$ cat config.mk
export PLATFORM = sky130hd
export DESIGN_NAME = program_loader
export DESIGN_NICKNAME = d
export VERILOG_FILES = /design/src/rtl/program_loader_pkg.sv /design/src/rtl/program_loader_adder.sv /design/src/rtl/program_loader.sv
export SDC_FILE = /design/constraint.sdc
export NUM_CORES = 1
export LEC_CHECK = 0
export CAP_MARGIN = 30
export CORE_MARGIN = 1
export CORE_UTILIZATION = 58
export CTS_BUF_LIST = sky130_fd_sc_hd__clkbuf_4 sky130_fd_sc_hd__clkbuf_8
export DETAILED_ROUTE_END_ITERATION = 10
export HOLD_SLACK_MARGIN = 0.15
export PLACE_DENSITY_LB_ADDON = 0.05
export SLEW_MARGIN = 20
export SYNTH_ARGS = -nofsm -noshare
export SYNTH_HDL_FRONTEND = slang
export SYNTH_SLANG_ARGS = --single-unit
export TNS_END_PERCENT = 50
$ cat constraint.sdc
create_clock -name Clk -period 2.2 [get_ports Clk]
set_input_delay 0.22 -clock Clk [delete_from_list [all_inputs] [get_ports Clk]]
set_output_delay 0.22 -clock Clk [all_outputs]
set_load 0.02 [all_outputs]
$ cat src/rtl/program_loader_pkg.sv
// Shared definitions for the instruction-memory program loader.
package program_loader_pkg;

   // Loader FSM states; receive states are LenHi through Chk.
   typedef enum logic [2:0] {
      StIdle   = 3'd0,
      StLenHi  = 3'd1,
      StLenLo  = 3'd2,
      StDataHi = 3'd3,
      StDataLo = 3'd4,
      StChk    = 3'd5,
      StDone   = 3'd6,
      StError  = 3'd7
   } loaderState_t;

   // True in every state that is waiting for a stream byte.
   function automatic logic isReceiving(input loaderState_t s);
      return (s == StLenHi) || (s == StLenLo) || (s == StDataHi) ||
             (s == StDataLo) || (s == StChk);
   endfunction

   // True in the resting states, where a new load may be started.
   function automatic logic canStart(input loaderState_t s);
      return (s == StIdle) || (s == StDone) || (s == StError);
   endfunction

endpackage

$ cat src/rtl/program_loader_adder.sv
// Word-wide adder shared with the PC logic; used here as the write-address incrementer.
module FullAdder #(
   parameter int l = 16
) (
   input  logic [l-1:0] A,
   input  logic [l-1:0] B,
   input  logic         Cin,
   output logic [l-1:0] Sum
);

   assign Sum = A + B + l'(Cin);

endmodule

$ cat src/rtl/program_loader.sv
// Program loader: receives a framed byte stream, writes 16-bit words into
// instruction memory from address 0 and holds the CPU while loading.
module program_loader
   import program_loader_pkg::*;
#(
   parameter int l         = 16,
   parameter int DepthLog2 = 8
) (
   input  logic         Clk,
   input  logic         Rst_n,
   input  logic         Start,
   input  logic         InValid,
   input  logic [7:0]   InByte,
   output logic         InReady,
   output logic         WrEn,
   output logic [l-1:0] WrAddr,
   output logic [l-1:0] WrData,
   output logic         CpuHold,
   output logic         Done,
   output logic         Error
);

   // Largest image that fits; one bit wider than a word so 1<<16 is representable.
   localparam logic [l:0] MaxWords = (l+1)'(64'd1 << DepthLog2);

   loaderState_t state;
   loaderState_t nextState;
   logic [7:0]   hiByte;
   logic [7:0]   checksum;
   logic [l-1:0] wordsLeft;
   logic [l-1:0] addrCnt;
   logic [l-1:0] addrNext;
   logic [l-1:0] lenWord;
   logic         xfer;
   logic         startOk;
   logic         lenOverflow;
   logic         lastWord;

   assign InReady     = isReceiving(state);
   assign xfer        = InValid & InReady;
   assign startOk     = Start & canStart(state);
   assign lenWord     = l'({hiByte, InByte});
   assign lenOverflow = {1'b0, lenWord} > MaxWords;
   assign lastWord    = (wordsLeft == l'(1));

   FullAdder #(.l(l)) addrInc (
      .A   (addrCnt),
      .B   ('0),
      .Cin (1'b1),
      .Sum (addrNext)
   );

   // State register.
   always_ff @(posedge Clk or negedge Rst_n) begin
      if (!Rst_n) state <= StIdle;
      else        state <= nextState;
   end

   // Next-state logic: receive states only advance on an accepted byte.
   always_comb begin
      nextState = state;
      case (state)
         StIdle, StDone, StError: if (Start) nextState = StLenHi;
         StLenHi:  if (xfer) nextState = StLenLo;
         StLenLo: begin
            if (xfer) begin
               if (lenOverflow)          nextState = StError;
               else if (lenWord == '0)   nextState = StChk;
               else                      nextState = StDataHi;
            end
         end
         StDataHi: if (xfer) nextState = StDataLo;
         StDataLo: if (xfer) nextState = lastWord ? StChk : StDataHi;
         StChk:    if (xfer) nextState = (InByte == checksum) ? StDone : StError;
         default:  nextState = StIdle;
      endcase
   end

   // Datapath: byte latch, checksum, word counter, write port and status flags.
   always_ff @(posedge Clk or negedge Rst_n) begin
      if (!Rst_n) begin
         hiByte    <= '0;
         checksum  <= '0;
         wordsLeft <= '0;
         addrCnt   <= '0;
         WrEn      <= 1'b0;
         WrAddr    <= '0;
         WrData    <= '0;
         CpuHold   <= 1'b0;
         Done      <= 1'b0;
         Error     <= 1'b0;
      end else begin
         WrEn <= 1'b0;
         if (startOk) begin
            Done     <= 1'b0;
            Error    <= 1'b0;
            checksum <= '0;
            addrCnt  <= '0;
            WrAddr   <= '0;
            CpuHold  <= 1'b1;
         end
         if (xfer) begin
            case (state)
               StLenHi, StDataHi: begin
                  hiByte   <= InByte;
                  checksum <= checksum ^ InByte;
               end
               StLenLo: begin
                  checksum  <= checksum ^ InByte;
                  wordsLeft <= lenWord;
                  if (lenOverflow) begin
                     Error   <= 1'b1;
                     CpuHold <= 1'b0;
                  end
               end
               StDataLo: begin
                  checksum  <= checksum ^ InByte;
                  WrEn      <= 1'b1;
                  WrAddr    <= addrCnt;
                  WrData    <= l'({hiByte, InByte});
                  addrCnt   <= addrNext;
                  wordsLeft <= wordsLeft - l'(1);
               end
               StChk: begin
                  CpuHold <= 1'b0;
                  if (InByte == checksum) Done  <= 1'b1;
                  else                    Error <= 1'b1;
               end
               default: ;
            endcase
         end
      end
   end

endmodule

==> summary.md <==
| Metric | Value |
|---|---|
| Critical path data required time | `1.98 ns` |
| Synth Flop Type | `dfrtp_1` |
| Crit. Startpoint | `state[2]` |
| Top cells by count, synth | `nand2_1 (102), dfrtp_1 (87), o21ai_0 (34), nor2_1 (27)` |
| GR Util All Layers | `29.8%` |
| RSZ-0062 raised after global routing | `no` |
| First-pass GRT wire length | `17300 um` |
| Setup crit end kind | `output port` |
| Reg2reg setup slack | `0.21 ns` |
| Critical path type | `reg -> out` |
| Antenna diodes | `0` |
| Register area share after synthesis | `50.8%` |
| Clk pwr share | `17.2%` |
| Startpoint types | `flip-flop` |
| Vias in the first global route | `3564` |
| Synth unique cells | `55` |
| WL/cell | `16.7 um` |
| CTS buffer count | `9` |
| I/O pin count | `49` |
| Vias | `3789` |
| Routability cong. | `0.912` |
| Syn Std Cell Area | `4290 um2` |
| Hpwl dp | `7450 um` |
| Yosys warning count | `0` |
| Total Neg Setup Slack | `0 ns` |
| Sequential share of power | `43.0%` |
| Filler instances | `523` |
| Clock Sinks | `87` |
| Largest net degree at the start of global routing | `42` |
| Syn nets | `478` |
| Clk slew on worst S/H paths | `0.09 ns` |
| CTS H-Tree Depth | `3` |
| Post-route ant nets | `0` |
| Share of cells above drive strength 1 | `12.8%` |
| CTS max path bufs | `2` |
| Max_cap viols | `0` |
| Die area | `7740 um2` |
| Pleak | `0.00231 uW` |
| Post-synth ARST share | `100%` |
| Hold Fails Final Rpt | `0` |
| Via density | `5.99` |
| Slew margin rel. | `61.9%` |
| Core ar. | `6980 um2` |
| Crit path to | `InReady` |
| Antenna violations before repair | `0` |
| Max FO, Critical Path | `16` |
| Tcrit/Tclk final | `94.2%` |
| Worst R2R End | `wordsLeft[15]` |
| Cell Rows | `30` |
| Most numerous cell in the Yosys netlist | `nand2_1` |
| Final worst path period need | `2.07 ns` |
| Reg2reg path depth | `4` |
| Nets | `547` |
| Hold Crit Class | `in -> async` |
| Initial DRT Pass Iterations | `5` |
| PortBufs | `48` |
| NetSw | `2460 uW` |
| Final wirelength | `10600 um` |
| Worst R2R Start | `wordsLeft[4]` |
| Postcts setup bufs | `0` |
| Overflow after GRT | `0` |
| Fmax | `483 MHz` |
| WP data arrival | `1.85 ns` |
| CTS tree | `built` |
| Leading area contributor after synthesis | `dfrtp_1` |
| Comb pwr share | `39.8%` |
| Pwr dens | `1170 nW/um2` |
| Clock latency at the later pin of the worst-skew pair | `0.36 ns` |
| DR DRC count | `0` |
| Setup-failing EPs final | `0` |
| Avg Cell Area, Syn | `9.26 um2` |
| Number of synthesized flops with an enable pin | `0` |
| Power Internal | `3710 uW` |
| Worst vdd ir | `799 uV` |
| Register bit total from synthesis | `87` |
| DR iter-0 viols | `291` |
| Die Ht | `88.0 um` |
| Synth area leaders | `dfrtp_1 (51%), nand2_1 (8.9%), o21ai_0 (4.0%)` |
| Final hold slack | `0.386 ns` |
| Initial Utilization | `61.4%` |
| Sw Share | `39.8%` |
| Share of the synthesized area in the top cell type | `50.8%` |
| Clock Tree Root | `clkbuf_8` |
| Worst slew pin tran | `0.572 ns` |
| Max-slew violations | `0` |
| Worst Skew | `0.00946 ns` |
| Area Growth Syn to Fin | `23.0%` |
| Synth Instances | `463` |
| Status | `complete, no violations` |
| Die width | `88.0 um` |
-- cell families (layout without fill, tap and decap cells) --
family / count (synthesis) / after routing / share of synthesized area, %
flops: 87 / 87 / 50.8
buf+inv: 31 / 105 / 2.83
compound gates: 85 / 85 / 12.9
mux: 13 / 13 / 3.27
xor+xnor: 14 / 14 / 2.86
fa+ha+maj: 3 / 3 / 0.875
simple gates: 230 / 230 / 26.5
-- how the worst min path moves through the flow --
| stage | start | to | slack [ns] | cells past startpoint |
|---|---|---|---|---|
| floorplan | Rst_n | CpuHold | -0.08 | 0 |
| global placement | Rst_n | state[0] | 0.25 | 1 |
| detailed placement | Rst_n | state[0] | 0.25 | 1 |
| CTS | Rst_n | state[0] | 0.40 | 2 |
| global route | Rst_n | state[1] | 0.45 | 2 |
| finish | Rst_n | state[0] | 0.39 | 2 |
-- state kept, by name, indices dropped and copies added (netlist names), 3 cells and up --
name	flops
WrAddr	16
WrData	16
addrCnt	16
checksum	8
hiByte	8
state	3
wordsLeft	16
-- power groups by stage --
| stage | clock (uW) | sequential [uW] | combinational, uW |
|---|---|---|---|
| 2_1_floorplan | 0 | 2690 | 1400 |
| 3_3_place_gp | 0 | 2640 | 2390 |
| 3_5_place_dp | 0 | 2660 | 2440 |
| 4_1_cts | 1070 | 2630 | 2460 |
| 5_1_grt | 1140 | 2720 | 2700 |
| 6_report | 1060 | 2650 | 2450 |
-- layout by cell type, fill, tap and decap left out, types with 12 or more instances in the layout --
cell type	n
buf_4	34
dfrtp_1	87
nand2_1	102
clkdlybuf4s50_1	47
nand3_1	18
nor2_1	27
a21oi_1	12
nor3b_1	18
o21ai_0	34
-- worst max-delay path: stages, from the launching register on --
cell             delay [ns]
dfrtp_1                0.56
and2_1                 0.25
nor2_1                 0.08
clkdlybuf4s50_1        0.60
-- area by class of cell --
cell class | instances | area [um2] | share of cell area [%]
repair buffers | 84 | 776 | 14.7
inverters | 5 | 18.8 | 0.356
flip-flops and latches | 87 | 2180 | 41.3
clock inverters | 6 | 51.3 | 0.972
multi-input cells | 345 | 2000 | 37.9
well taps | 96 | 120 | 2.28
clock buffers | 10 | 131 | 2.49
-- through the flow --
step	utilization [%]	total power (uW)	instance area [um2]	cells	worst slack [ns]
after global routing	75.6	6560	5280	633	0.0311
after floorplan	-	4080	4290	463	0.216
after global placement	72.7	5030	5080	616	0.176
final	75.6	6170	5280	633	0.128
after detailed placement	72.7	5100	5080	616	0.161
after CTS	75.5	6160	5270	633	0.0599
-- layer usage --
metal	wire, um	share of wire (%)	vias to the layer above	GRT usage, %
li1	-	-	1782	-
met1	4900	46	1830	42.0
met2	4790	45	144	45.0
met3	580	5.5	33	5.28
met4	285	2.7	0	13.7
met5	0	0	-	0
-- timing repair --
item | 4_1_cts | 5_1_grt
gates resized for setup | 0 | 1
hold endpoints to repair | 39 | 0
hold buffers | 1 | 0
endpoints found under the setup margin | 0 | 1
No activity file was read; power rests on OpenSTA's default activity.
